==> config.mk <==
export PLATFORM = sky130hd
export DESIGN_NAME = fp16_int_codec
export DESIGN_NICKNAME = d
export VERILOG_FILES = /design/src/rtl/fp16_int_codec.sv
export SDC_FILE = /design/constraint.sdc
export NUM_CORES = 1
export LEC_CHECK = 0
export ABC_AREA = 0
export CAP_MARGIN = 20
export CORE_MARGIN = 2
export CORE_UTILIZATION = 55
export DETAILED_ROUTE_END_ITERATION = 8
export HOLD_SLACK_MARGIN = 0.1
export PLACE_DENSITY = 0.79
export REMOVE_ABC_BUFFERS = 1
export SLEW_MARGIN = 5
export SYNTH_ARGS = -nofsm -noshare
export SYNTH_HDL_FRONTEND = slang
export SYNTH_SLANG_ARGS = --single-unit
==> constraint.sdc <==
create_clock -name clk -period 3.3 [get_ports clk]
set_clock_uncertainty 0.2 [all_clocks]
set_input_delay 0.66 -clock clk [delete_from_list [all_inputs] [get_ports clk]]
set_output_delay 0.66 -clock clk [all_outputs]
set_load 0.03 [all_outputs]
==> src/rtl/fp16_int_codec.sv <==
// Iterative int16 <-> binary16 converter with valid/ready on both sides.
// Normalisation and alignment move one bit per cycle; rounding is round-to-nearest-even.
//   state | meaning
//   IDLE  | waiting for a request, in_ready high
//   NORM  | shifting the working value one bit per cycle
//   ROUND | rounding, packing, flag generation, output registers load
//   DONE  | result presented until out_ready
module fp16_int_codec #(
    parameter logic [15:0] NAN_FP = 16'h7FFF
) (
    input  logic        clk,
    input  logic        rst_n,
    input  logic        in_valid,
    output logic        in_ready,
    input  logic        in_mode,
    input  logic [15:0] in_data,
    output logic        out_valid,
    input  logic        out_ready,
    output logic [15:0] out_data,
    output logic [2:0]  out_flags
);

    typedef enum logic [1:0] {IDLE, NORM, ROUND, DONE} state_t;
    state_t state, state_nxt;

    logic        mode_q, sign_q, left_q, bypass_q, guard_q, sticky_q;
    logic [3:0]  cnt_q;
    logic [4:0]  exp_q;
    logic [15:0] work_q;
    logic [2:0]  byp_flags_q;

    logic        ld_left, ld_bypass;
    logic [3:0]  ld_cnt, lz;
    logic [4:0]  ld_exp, f_exp, f_eff;
    logic [9:0]  f_man;
    logic [10:0] f_sig;
    logic [15:0] ld_work, mag;
    logic [2:0]  ld_flags;

    always_comb begin
        mag   = in_data[15] ? 16'(-in_data) : in_data;
        lz    = 4'd15;
        for (int i = 0; i < 16; i++)
            if (mag[i]) lz = 4'(15 - i);
        f_exp = in_data[14:10];
        f_man = in_data[9:0];
        f_sig = {|f_exp, f_man};
        f_eff = (f_exp == 5'd0) ? 5'd1 : f_exp;

        ld_left   = 1'b1;
        ld_bypass = 1'b0;
        ld_cnt    = 4'd0;
        ld_exp    = 5'd0;
        ld_work   = 16'h0000;
        ld_flags  = 3'b000;
        if (!in_mode) begin
            ld_bypass = (mag == 16'h0000);
            ld_work   = mag;
            ld_cnt    = ld_bypass ? 4'd0 : lz;
            ld_exp    = 5'd30 - {1'b0, lz};
        end else if (f_exp == 5'd31) begin
            ld_bypass = 1'b1;
            ld_flags  = 3'b100;
            ld_work   = (f_man == 10'd0 && !in_data[15]) ? 16'h7FFF : 16'h8000;
        end else if (f_eff < 5'd14) begin
            // |value| < 0.5 always rounds to zero
            ld_bypass = 1'b1;
            ld_flags  = {2'b00, f_sig != 11'd0};
        end else if (f_eff <= 5'd25) begin
            ld_left = 1'b0;
            ld_work = {5'd0, f_sig};
            ld_cnt  = 4'(5'd25 - f_eff);
        end else begin
            ld_work = {5'd0, f_sig};
            ld_cnt  = 4'(f_eff - 5'd25);
        end
    end

    logic        i_g, i_r, i_s, i_up, i_carry, f_up, f_ovf;
    logic [9:0]  i_mant;
    logic [10:0] i_sum;
    logic [4:0]  i_exp;
    logic [16:0] f_mag;
    logic [15:0] res_data;
    logic [2:0]  res_flags;

    always_comb begin
        i_mant  = work_q[14:5];
        i_g     = work_q[4];
        i_r     = work_q[3];
        i_s     = |work_q[2:0];
        i_up    = i_g & (i_r | i_s | i_mant[0]);
        i_sum   = {1'b0, i_mant} + {10'd0, i_up};
        i_carry = i_sum[10];
        i_exp   = exp_q + {4'd0, i_carry};

        f_up    = guard_q & (sticky_q | work_q[0]);
        f_mag   = {1'b0, work_q} + {16'd0, f_up};
        f_ovf   = sign_q ? (f_mag > 17'd32768) : (f_mag > 17'd32767);

        res_data  = 16'h0000;
        res_flags = 3'b000;
        if (bypass_q) begin
            res_data  = work_q;
            res_flags = byp_flags_q;
        end else if (!mode_q) begin
            res_data  = {sign_q, i_exp, i_sum[9:0]};
            res_flags = {2'b00, i_g | i_r | i_s};
        end else if (f_ovf) begin
            res_data  = sign_q ? 16'h8000 : 16'h7FFF;
            res_flags = 3'b010;
        end else begin
            res_data  = sign_q ? 16'(-f_mag[15:0]) : f_mag[15:0];
            res_flags = {2'b00, guard_q | sticky_q};
        end
    end

    always_comb begin
        state_nxt = state;
        case (state)
            IDLE:  if (in_valid) state_nxt = (ld_cnt == 4'd0) ? ROUND : NORM;
            NORM:  if (cnt_q == 4'd1) state_nxt = ROUND;
            ROUND: state_nxt = DONE;
            DONE:  if (out_ready) state_nxt = IDLE;
            default: state_nxt = IDLE;
        endcase
    end

    always_ff @(posedge clk or negedge rst_n) begin
        if (!rst_n) begin
            state       <= IDLE;
            mode_q      <= 1'b0;
            sign_q      <= 1'b0;
            left_q      <= 1'b0;
            bypass_q    <= 1'b0;
            guard_q     <= 1'b0;
            sticky_q    <= 1'b0;
            cnt_q       <= 4'd0;
            exp_q       <= 5'd0;
            work_q      <= 16'h0000;
            byp_flags_q <= 3'b000;
            out_data    <= 16'h0000;
            out_flags   <= 3'b000;
        end else begin
            state <= state_nxt;
            case (state)
                IDLE: if (in_valid) begin
                    mode_q      <= in_mode;
                    sign_q      <= in_data[15];
                    left_q      <= ld_left;
                    bypass_q    <= ld_bypass;
                    guard_q     <= 1'b0;
                    sticky_q    <= 1'b0;
                    cnt_q       <= ld_cnt;
                    exp_q       <= ld_exp;
                    work_q      <= ld_work;
                    byp_flags_q <= ld_flags;
                end
                NORM: begin
                    cnt_q <= cnt_q - 4'd1;
                    if (left_q) begin
                        work_q <= {work_q[14:0], 1'b0};
                    end else begin
                        work_q   <= {1'b0, work_q[15:1]};
                        guard_q  <= work_q[0];
                        sticky_q <= sticky_q | guard_q;
                    end
                end
                ROUND: begin
                    out_data  <= res_data;
                    out_flags <= res_flags;
                end
                default: ;
            endcase
        end
    end

    assign in_ready  = (state == IDLE);
    assign out_valid = (state == DONE);

    // Integer sources top out at exponent 30, so they can never alias the NaN pattern.
    no_nan_from_int: assert property (@(posedge clk) disable iff (!rst_n)
        (out_valid && !mode_q) |-> (out_data != NAN_FP));

endmodule

==> flow_summary.toml <==
[clocking]
clkLatencyLatePin_ps = 330
cts_tree = "built"
cts.sinks = 54
htree_num_levels = 2
clockBufferDepth = 2
cts_made_buffers = 5
cts_root_buf = "clkbuf_8"
clkSlewWorstSetupHoldPaths_ps = 110

[route]
wl_met1_mm = 7.15
wl_per_cell_um = 19.1
remaining_drc_errors = 0
final_antenna_net_count = 0
maxUsedRoutingLayer = "met4"
wl_met3_mm = 1.14
drt_iter0_markers = 482
vias_per_cell = 6.49
routed_wl_mm = 18.4
first_pass_iters = 8
vias = 6260
wl_met2_mm = 9.48

[logic_synthesis]
syn_inst = 726
yosysTopAreaCellShare_pct = 24.5
ys_seq_area_share_pct = 24.5
synth_cell_types = 75
ys_top_cells_by_count = "57 x nand2_1, 55 x a21oi_1, 55 x clkbuf_1"
synth_edf_count = 0
synthFlopType = "dfrtp_1"
synthTopCellsByArea = "dfrtp_1 24%, a21oi_1 5.0%, o21ai_0 4.7%"
synth_top_cell_by_area = "dfrtp_1"
synth.most_common_cell = "nand2_1"
syn_area_sq_um = 5520
synth.avg_cell_area_sq_um = 7.61
yosys_warnings = 0
synthArstFlopShare_pct = 100
synth_seq_cells = 54

[floorplan]
row_count = 36
dieArea_sq_um = 10900
ios = 42
fp.coreArea_sq_um = 9770
die_height_um = 104
die_w_um = 104
initial_core_util_pct = 56.5

[status]
status = "finished, final reports clean"

[critical_path]
end_kind = "register"
startpoint_type = "input port"
max_stage_delay_ps = 550
critPathMaxFanout = 3
cp.required_ps = 3330
path_buf_inv = 2
crit_family = "simple AND/OR/NAND/NOR gates"
cp_cell_sequence = "clkbuf_2 -> or4_4 -> buf_6 -> o41ai_4 -> xnor2_1 -> a21bo_4 -> a211oi_4 -> nor3_1 -> or4b_1 -> a22o_1"
slowest_stage = "or4_4"
crit_type = "in -> reg"
arrival_ps = 3300

[global_route]
antenna_found_initial = 0
grt_max_degree = 31
first_global_vias = 5923
grt_usage_pct = 32.0
gr-total-overflow = 0
grt_pass1_wl_mm = 29.0

[placed_design]
place_ws_ps = -607
dpl.hpwl_mm = 12.7
place.port_buffers = 41
gp_congestion = 1.01
post_dp_cell_area_sq_um = 6640

[layout]
finalInstanceArea_sq_um = 7250
fillers = 750
antenna_cells = 0
finalNetCount = 872
utilization_pct = 74.2
seqCellArea_sq_um = 1350
multi_input_area_sq_um = 4140
area_growth_pct = 31.3
drive_gt1_share_pct = 24.3

[power_and_ir_drop]
power.switching_uw = 2700
switching_share_pct = 50.0
leakage_uw = 0.00312
power_frac_seq_pct = 27.2
power.density_nw_per_um2 = 745
vdd_drop_max_v = 0.000379
comb_power_share_pct = 63.7
power.share.clock_pct = 9.1
p_int_uw = 2700

[sta]
maxSlewViolCount = 0
clock.fmax_mhz = 306
tightest_slew_ps = 939
hold_viol_final = 0
hold_slack_ps = 291
period_needed_ps = 3270
finalSetupViolCount = 0
fin_ws_ps = 27.8
timing.final.crit_share_pct = 99.2
max_slew_margin_pct = 37.2

[flow_run]
maxCapViolations = 0

[min_path]
min-delay-path-class = "reg -> reg"
[path summary, 6_finish.rpt]
check / slack, ps / cells past startpoint / start / endpoint
worst max-delay path: 30 / 10 / in_data[5] / exp_q[3]
worst min-delay path: 290 / 2 / byp_flags_q[2] / byp_flags_q[2]
worst max register to register: 90 / 12 / work_q[0] / out_data[15]
worst min register to register: 290 / 2 / byp_flags_q[2] / byp_flags_q[2]
max in group asynchronous: 1760 / 3 / rst_n / bypass_q
min in group asynchronous: 550 / 2 / rst_n / work_q[1]
[placed cells by master (no fill, tap or decap), drive strengths merged, types with 10 or more instances in the layout]
cell type      count
a21o              14
a211oi            17
buf              126
xor2              19
o21ai             67
clkdlybuf4s50     30
nor4              10
nor3              27
inv               30
xnor2             29
a21oi             55
nand2             57
mux2i             19
nor2              40
nand3             27
a31oi             16
ha                20
nand4             12
dfrtp             54
and3              17
[kinds of logic after synthesis]
| logic type | count (synthesis) | share of synthesized area, % |
|---|---|---|
| adders and majority gates | 20 | 4.53 |
| muxes | 21 | 3.85 |
| and+or+nand+nor | 241 | 23.4 |
| xor gates and xnor gates | 48 | 7.61 |
| buffers and inverters | 97 | 6.86 |
| DFF | 54 | 24.5 |
| AOI/OAI and AO/OA | 245 | 29.3 |
[worst min-delay path, delay by kind of cell (launching register included)]
family          cells  cell delay, ps
flops               1             360
simple gates        1              50
compound gates      1              60
[flip-flops by register name, summed over array words and instances (netlist names), 2 cells and up]
| signal | count |
|---|---|
| state | 2 |
| out_flags | 3 |
| work_q | 16 |
| byp_flags_q | 2 |
| out_data | 16 |
| exp_q | 5 |
| cnt_q | 4 |
[area by class of cell]
class,instances,share of cell area [%]
inverter,29,1.50
clock buffer,6,1.14
multi-input combinational,575,57.0
clock inverter,2,0.535
timing repair buffer,166,18.9
sequential,54,18.6
tap,133,2.29
[power by group through the flow]
stage          registers, uW  logic (uW)  clock network, uW
2_1_floorplan           1630        1800                  0
3_3_place_gp            1440        3090                  0
3_5_place_dp            1460        3180                  0
4_1_cts                 1450        3240                494
5_1_grt                 1520        3740                517
6_report                1470        3440                493
[repair_timing]
| action | 4_1_cts | 5_1_grt |
|---|---|---|
| hold buffers | 1 | 0 |
| endpoints found under the setup margin | 12 | 31 |
| buffers inserted | 9 | 10 |
| gates resized for setup | 30 | 57 |
| pin swaps | 22 | 22 |
| endpoints found under the hold margin | 11 | 0 |
[layer usage]
metal,global-route usage [%],vias to the layer above
li1,-,2904
met1,39.6,2970
met2,56.0,325
met3,4.20,61
met4,13.6,0
met5,0,-
[metrics by stage]
step / TNS, ps / power [uW] / cells
finish: 0 / 5410 / 965
global route: -326 / 5780 / 965
CTS: -6.05 / 5180 / 955
detailed placement: -8400 / 4640 / 937
global placement: -6020 / 4530 / 937
floorplan: -6160 / 3430 / 658
Power figures use the tool's default switching activity.
